<file path="config.mk">
export PLATFORM = sky130hd
export DESIGN_NAME = clk_div_ctrl
export DESIGN_NICKNAME = d
export VERILOG_FILES = /design/src/rtl/clk_div_ctrl.sv
export SDC_FILE = /design/constraint.sdc
export NUM_CORES = 1
export LEC_CHECK = 0
export BUFFER_PORTS_ARGS = -buffer_cell sky130_fd_sc_hd__buf_4
export CAP_MARGIN = 15
export CELL_PAD_IN_SITES_DETAIL_PLACEMENT = 0
export CELL_PAD_IN_SITES_GLOBAL_PLACEMENT = 2
export CORE_UTILIZATION = 42
export CTS_CLUSTER_SIZE = 8
export DETAILED_ROUTE_END_ITERATION = 6
export HOLD_SLACK_MARGIN = 0.02
export PLACE_DENSITY_LB_ADDON = 0.1
export REMOVE_ABC_BUFFERS = 1
export SETUP_SLACK_MARGIN = 0.5
export SLEW_MARGIN = 0
export SYNTH_ARGS = -nofsm -noshare
export SYNTH_HDL_FRONTEND = slang
export SYNTH_SLANG_ARGS = --single-unit
</file>
<file path="constraint.sdc">
create_clock -name clk -period 7.85 [get_ports clk]
set_input_delay 1.57 -clock clk [delete_from_list [all_inputs] [get_ports clk]]
set_output_delay 1.57 -clock clk [all_outputs]
set_load 0.01 [all_outputs]
</file>
<file path="src/rtl/clk_div_ctrl.sv">
// -----------------------------------------------------------------------------
// clk_div_ctrl
// Programmable 50%-duty clock divider with glitch-free divisor updates and
// a graceful stop that always finishes the high phase in progress.
//
// Ports
//   clk        system clock, rising-edge active
//   rst        asynchronous, active-high reset
//   en         run request (level); registered once before the FSM sees it
//   cfg_valid  divisor update request
//   cfg_half   requested half-period in clk cycles (0 is treated as 1)
//   cfg_ready  high while no update is pending; accept = cfg_valid && cfg_ready
//   new_clk    registered divided clock, period 2*H clk cycles
//   tick       one-cycle pulse in the first cycle new_clk is high
//   active     high whenever the controller is not IDLE
// -----------------------------------------------------------------------------
module clk_div_ctrl #(
   parameter int CNT_WIDTH    = 16,
   parameter int DEFAULT_HALF = 2604
) (
   input  logic                 clk,
   input  logic                 rst,
   input  logic                 en,
   input  logic                 cfg_valid,
   input  logic [CNT_WIDTH-1:0] cfg_half,
   output logic                 cfg_ready,
   output logic                 new_clk,
   output logic                 tick,
   output logic                 active
);

   typedef enum logic [1:0] {
      IDLE = 2'd0,
      RUN  = 2'd1,
      STOP = 2'd2
   } state_t;

   localparam logic [CNT_WIDTH-1:0] DEF_H = CNT_WIDTH'(DEFAULT_HALF);
   localparam logic [CNT_WIDTH-1:0] ONE   = CNT_WIDTH'(1);

   state_t               state_q, state_d;
   logic [CNT_WIDTH-1:0] cnt_q, cnt_d;
   logic [CNT_WIDTH-1:0] h_q, h_d;
   logic [CNT_WIDTH-1:0] p_q, p_d;
   logic                 pv_q, pv_d;
   logic                 new_clk_q, new_clk_d;
   logic                 tick_q, tick_d;
   logic                 en_q;

   logic                 accept;
   logic [CNT_WIDTH-1:0] cfg_half_cl;
   logic                 wrap;
   logic                 go_idle;

   assign accept      = cfg_valid && !pv_q;
   assign cfg_half_cl = (cfg_half == '0) ? ONE : cfg_half;
   // H is never 0, so H-1 cannot underflow and cnt never passes it.
   assign wrap        = (cnt_q == h_q - ONE);

   // Next-state and datapath decisions.
   // NOTE: every signal written here gets a default first, so no path through
   // the case statement can leave one unassigned and infer a latch.
   always_comb begin
      state_d   = state_q;
      cnt_d     = cnt_q;
      h_d       = h_q;
      p_d       = p_q;
      pv_d      = pv_q;
      new_clk_d = new_clk_q;
      tick_d    = 1'b0;
      go_idle   = 1'b0;

      case (state_q)
         IDLE: begin
            cnt_d     = '0;
            new_clk_d = 1'b0;
            // Nothing is running, so a new divisor can take effect at once.
            if (accept) h_d = cfg_half_cl;
            if (en_q)   state_d = RUN;
         end

         RUN, STOP: begin
            if (state_q == RUN)
               // Low phase (or the falling edge itself) can be cut short safely.
               go_idle = !en_q && (!new_clk_q || wrap);
            else
               go_idle = !en_q && wrap && new_clk_q;

            if (go_idle) begin
               state_d   = IDLE;
               cnt_d     = '0;
               new_clk_d = 1'b0;
               // Leave IDLE with nothing pending so cfg_ready stays usable.
               pv_d      = 1'b0;
               if (accept)    h_d = cfg_half_cl;
               else if (pv_q) h_d = p_q;
            end else begin
               state_d = en_q ? RUN : STOP;
               if (wrap) begin
                  cnt_d     = '0;
                  new_clk_d = !new_clk_q;
                  tick_d    = !new_clk_q;
                  // Pending divisor only lands on a falling edge: whole periods.
                  if (new_clk_q && pv_q) begin
                     h_d  = p_q;
                     pv_d = 1'b0;
                  end
               end else begin
                  cnt_d = cnt_q + ONE;
               end
               // accept implies pv_q=0, so this never collides with the apply.
               if (accept) begin
                  p_d  = cfg_half_cl;
                  pv_d = 1'b1;
               end
            end
         end

         default: state_d = IDLE;
      endcase
   end

   // NOTE: state registers use non-blocking assignments so every flop samples
   // the pre-edge value of every other flop, independent of process order.
   always_ff @(posedge clk or posedge rst) begin
      if (rst) begin
         state_q   <= IDLE;
         cnt_q     <= '0;
         h_q       <= DEF_H;
         p_q       <= '0;
         pv_q      <= 1'b0;
         new_clk_q <= 1'b0;
         tick_q    <= 1'b0;
         en_q      <= 1'b0;
      end else begin
         state_q   <= state_d;
         cnt_q     <= cnt_d;
         h_q       <= h_d;
         p_q       <= p_d;
         pv_q      <= pv_d;
         new_clk_q <= new_clk_d;
         tick_q    <= tick_d;
         en_q      <= en;
      end
   end

   assign cfg_ready = !pv_q;
   assign new_clk   = new_clk_q;
   assign tick      = tick_q;
   assign active    = (state_q != IDLE);

endmodule

</file>
==> flow_summary_export.csv <==
group,metric,value,unit
finish,diodes,0,
drt,vias,2833,
logic_synthesis,synthMuxAreaShare,0.1039,
logic_synthesis,synth_area_leaders,"dfrtp_1 (35%), a21oi_1 (4.9%), mux2_4 (3.9%), dfstp_2 (3.8%), mux2_2 (3.6%)",
sta,setup_viol,0,
sta,relSlewSlack,0.3768,
logic_synthesis,ys_types,60,
setup_path,worst-setup-path-type,"reg -> reg",
drt,drc,0,
logic_synthesis,synth_area,0.003457,mm2
logic_synthesis,synth-compound-area-share,0.2226,
clock_tree,numCtsBuffers,5,
power,power,0.001513,W
power,p_per_area,398.9,mW/mm2
setup_path,crit_path_max_fanout,17,
drt,ant_nets,0,
logic_synthesis,synth-seq-cells,54,
logic_synthesis,yosysMostFrequentCell,"dfrtp_1",
drt,dr.pass1.iters,5,
drt,drt_iter0_markers,109,
setup_path,cp_slowest_stage_delay,680,ps
sta,finalMaxSlewViolations,0,
floorplan,rows,32,
floorplan,die-area,0.008598,mm2
logic_synthesis,synth_commonest_cells,"dfrtp_1 (49), a21oi_1 (34), nand2_1 (27)",
sta,period_share,0.4627,
logic_synthesis,synth_top_family_by_area,"compound AO/OA/AOI/OAI gates",
place,dpl.hpwl,5987,um
clock_tree,insertion_delay,310,ps
logic_synthesis,synthXorXnorAreaFrac,0.03800,
sta,period_minus_slack,3632,ps
finish,final_area,0.003792,mm2
logic_synthesis,ys_seq_area_frac,0.3927,
global_route,grt_max_degree,55,
clock_tree,clock-sinks,54,
clock_tree,clk_pin_slew_worst_paths,100,ps
setup_path,required,8050,ps
logic_synthesis,synth_area_leader_cell,"dfrtp_1",
floorplan,die_y,92.73,um
global_route,grt_use_total,0.2083,
logic_synthesis,synth_top_area_share,0.3547,
clock_tree,cts-htree-levels,2,
global_route,grt_antenna_before_repair,0,
clock_tree,cts.path.max_buffers,2,
finish,nets,401,
global_route,grt_overflow,0,
drt,drt-wirelength-per-cell,17.71,um
logic_synthesis,synth-simple-area-share,0.1759,
finish,stdcell_count,479,
job,maxCapViolCount,0,
floorplan,core,0.007848,mm2
clock_tree,cts.hold.buffers_added,0,
logic_synthesis,yosys_warnings,0,
setup_path,start_kind,"register",
floorplan,dieWidth,92.73,um
setup_path,crit_path_cell_trace,"inv_1, ha_1, or3b_4, or3_1, a32o_1, o21ai_1, nor4_2, a21oi_2, o211ai_4, mux2_4",
place,placed_area,0.003675,mm2
sta,clock_skew,6.716,ps
logic_synthesis,synthAdderAreaFrac,0.01810,
floorplan,ios,24,
setup_path,cp_slowest_cell,"a21oi_2",
logic_synthesis,ys.flop_type,"dfrtp_1",
logic_synthesis,synth_cells,361,
clock_tree,postCtsSetupRepairBufs,0,
clock_tree,cts-resized-gates,0,
place,place_inst,470,
place,place_congestion,0.7650,
global_route,grt_first_pass_wirelength,14120,um
drt,viasPerCell,5.914,
clock_tree,cts-root-buf,"clkbuf_8",
sta,fmax,275.3,MHz
sta,hold-worst-slack,515.6,ps
drt,drt-total-wl,8482,um
sta,rsz0062_at_grt,"false",
finish,drive_above_1_share,0.2122,
sta,worstMarginPinSlew,927.8,ps
clock_tree,cts_tree,"built",
setup_path,worstPathArrival,3840,ps
sta,final_hold_viol_count,0,
worst_hold_path,hold_class,"reg -> reg",
power,ir_drop,295.0,uV
run_status,status,"finished, final reports clean",
finish,area_growth,9.700,%
setup_path,worstSetupEndpointType,"register",
logic_synthesis,ys_async_sr_fraction,1.000,
global_route,grt_pass1_vias,2739,
power,p_leak,1.511,nW
sta,final.setup.tns,0,ps
floorplan,initial_core_util,0.4405,
logic_synthesis,avgSynthCellArea,9.576,um2
place,port_buffers,23,
logic_synthesis,synth-edff-count,0,
## final timing paths
check / from / end / slack [ps] / cells past startpoint
worst max-delay path: h_q[0] / p_q[13] / 4220 / 10
worst min-delay path: p_q[0] / p_q[0] / 520 / 1
worst max register to register: h_q[0] / p_q[13] / 4220 / 10
worst min register to register: p_q[0] / p_q[0] / 520 / 1
max in group asynchronous: rst / cnt_q[14] / 5930 / 3
min in group asynchronous: rst / en_q / 1450 / 3
## metrics by stage
step	util	worst slack, ps
floorplan	-	4399
global placement	0.4683	4110
detailed placement	0.4683	4074
CTS	0.4823	4211
global route	0.4833	3986
finish	0.4833	4218
## power by group
group	total [W]	switching [W]	internal, W
sequential	0.000521	0.000127	0.000394
combinational	0.000799	0.000460	0.000339
clock	0.000193	0.0000977	0.0000954
total	0.00151	0.000684	0.000829
## layout by cell type (no fill, tap or decap), types with 6 or more instances in the layout
cell type	netlist	final
dfrtp_1	49	49
a21oi_1	34	34
nand2_1	27	27
buf_4	1	27
inv_1	17	16
nor2_1	14	14
nand3_1	14	14
o21ai_0	14	14
o211ai_1	14	14
o21ai_1	13	13
a31oi_1	13	13
mux2_2	11	11
mux2i_1	10	10
xnor2_1	10	10
mux2_4	9	9
nor4_1	7	7
nor3_1	6	6
and3_1	6	6
## registers in the layout (all words and copies together), names as in the netlist
register and cells:
h_q 16, p_q 16, tick 1, cnt_q 16, new_clk 1, pv_q 1, state_q 2, en_q 1
## kinds of logic after synthesis
kind of cell / Yosys count
compound gates: 117
simple gates: 104
flops: 54
buf+inv: 36
mux: 30
xor+xnor: 15
fa+ha+maj: 5
## critical path: cells and delay by family, from the launching register on
family,cells,cell delay (ps)
AOI/OAI and AO/OA,4,1510
and+or+nand+nor,3,810
buffers and inverters,1,130
adders and majority gates,1,200
muxes,1,410
DFF,1,460
## routing by layer
metal  track usage  vias to the layer above  wire, um
li1              -                     1372         -
met1        0.2965                     1402      4283
met2        0.3395                       51      3913
met3       0.02545                        8       203
met4       0.04359                        0        81
met5             0                        -         0
## layout make-up
class / count / area [um2]
fillers: 805 / 4055
multi-input cells: 271 / 1931
flip-flops and latches: 54 / 1358
repair buffers: 27 / 202.7
well taps: 102 / 127.6
clock buffers: 6 / 72.57
inverters: 17 / 63.81
clock inverters: 2 / 37.54
No activity file was read; power rests on OpenSTA's default activity.
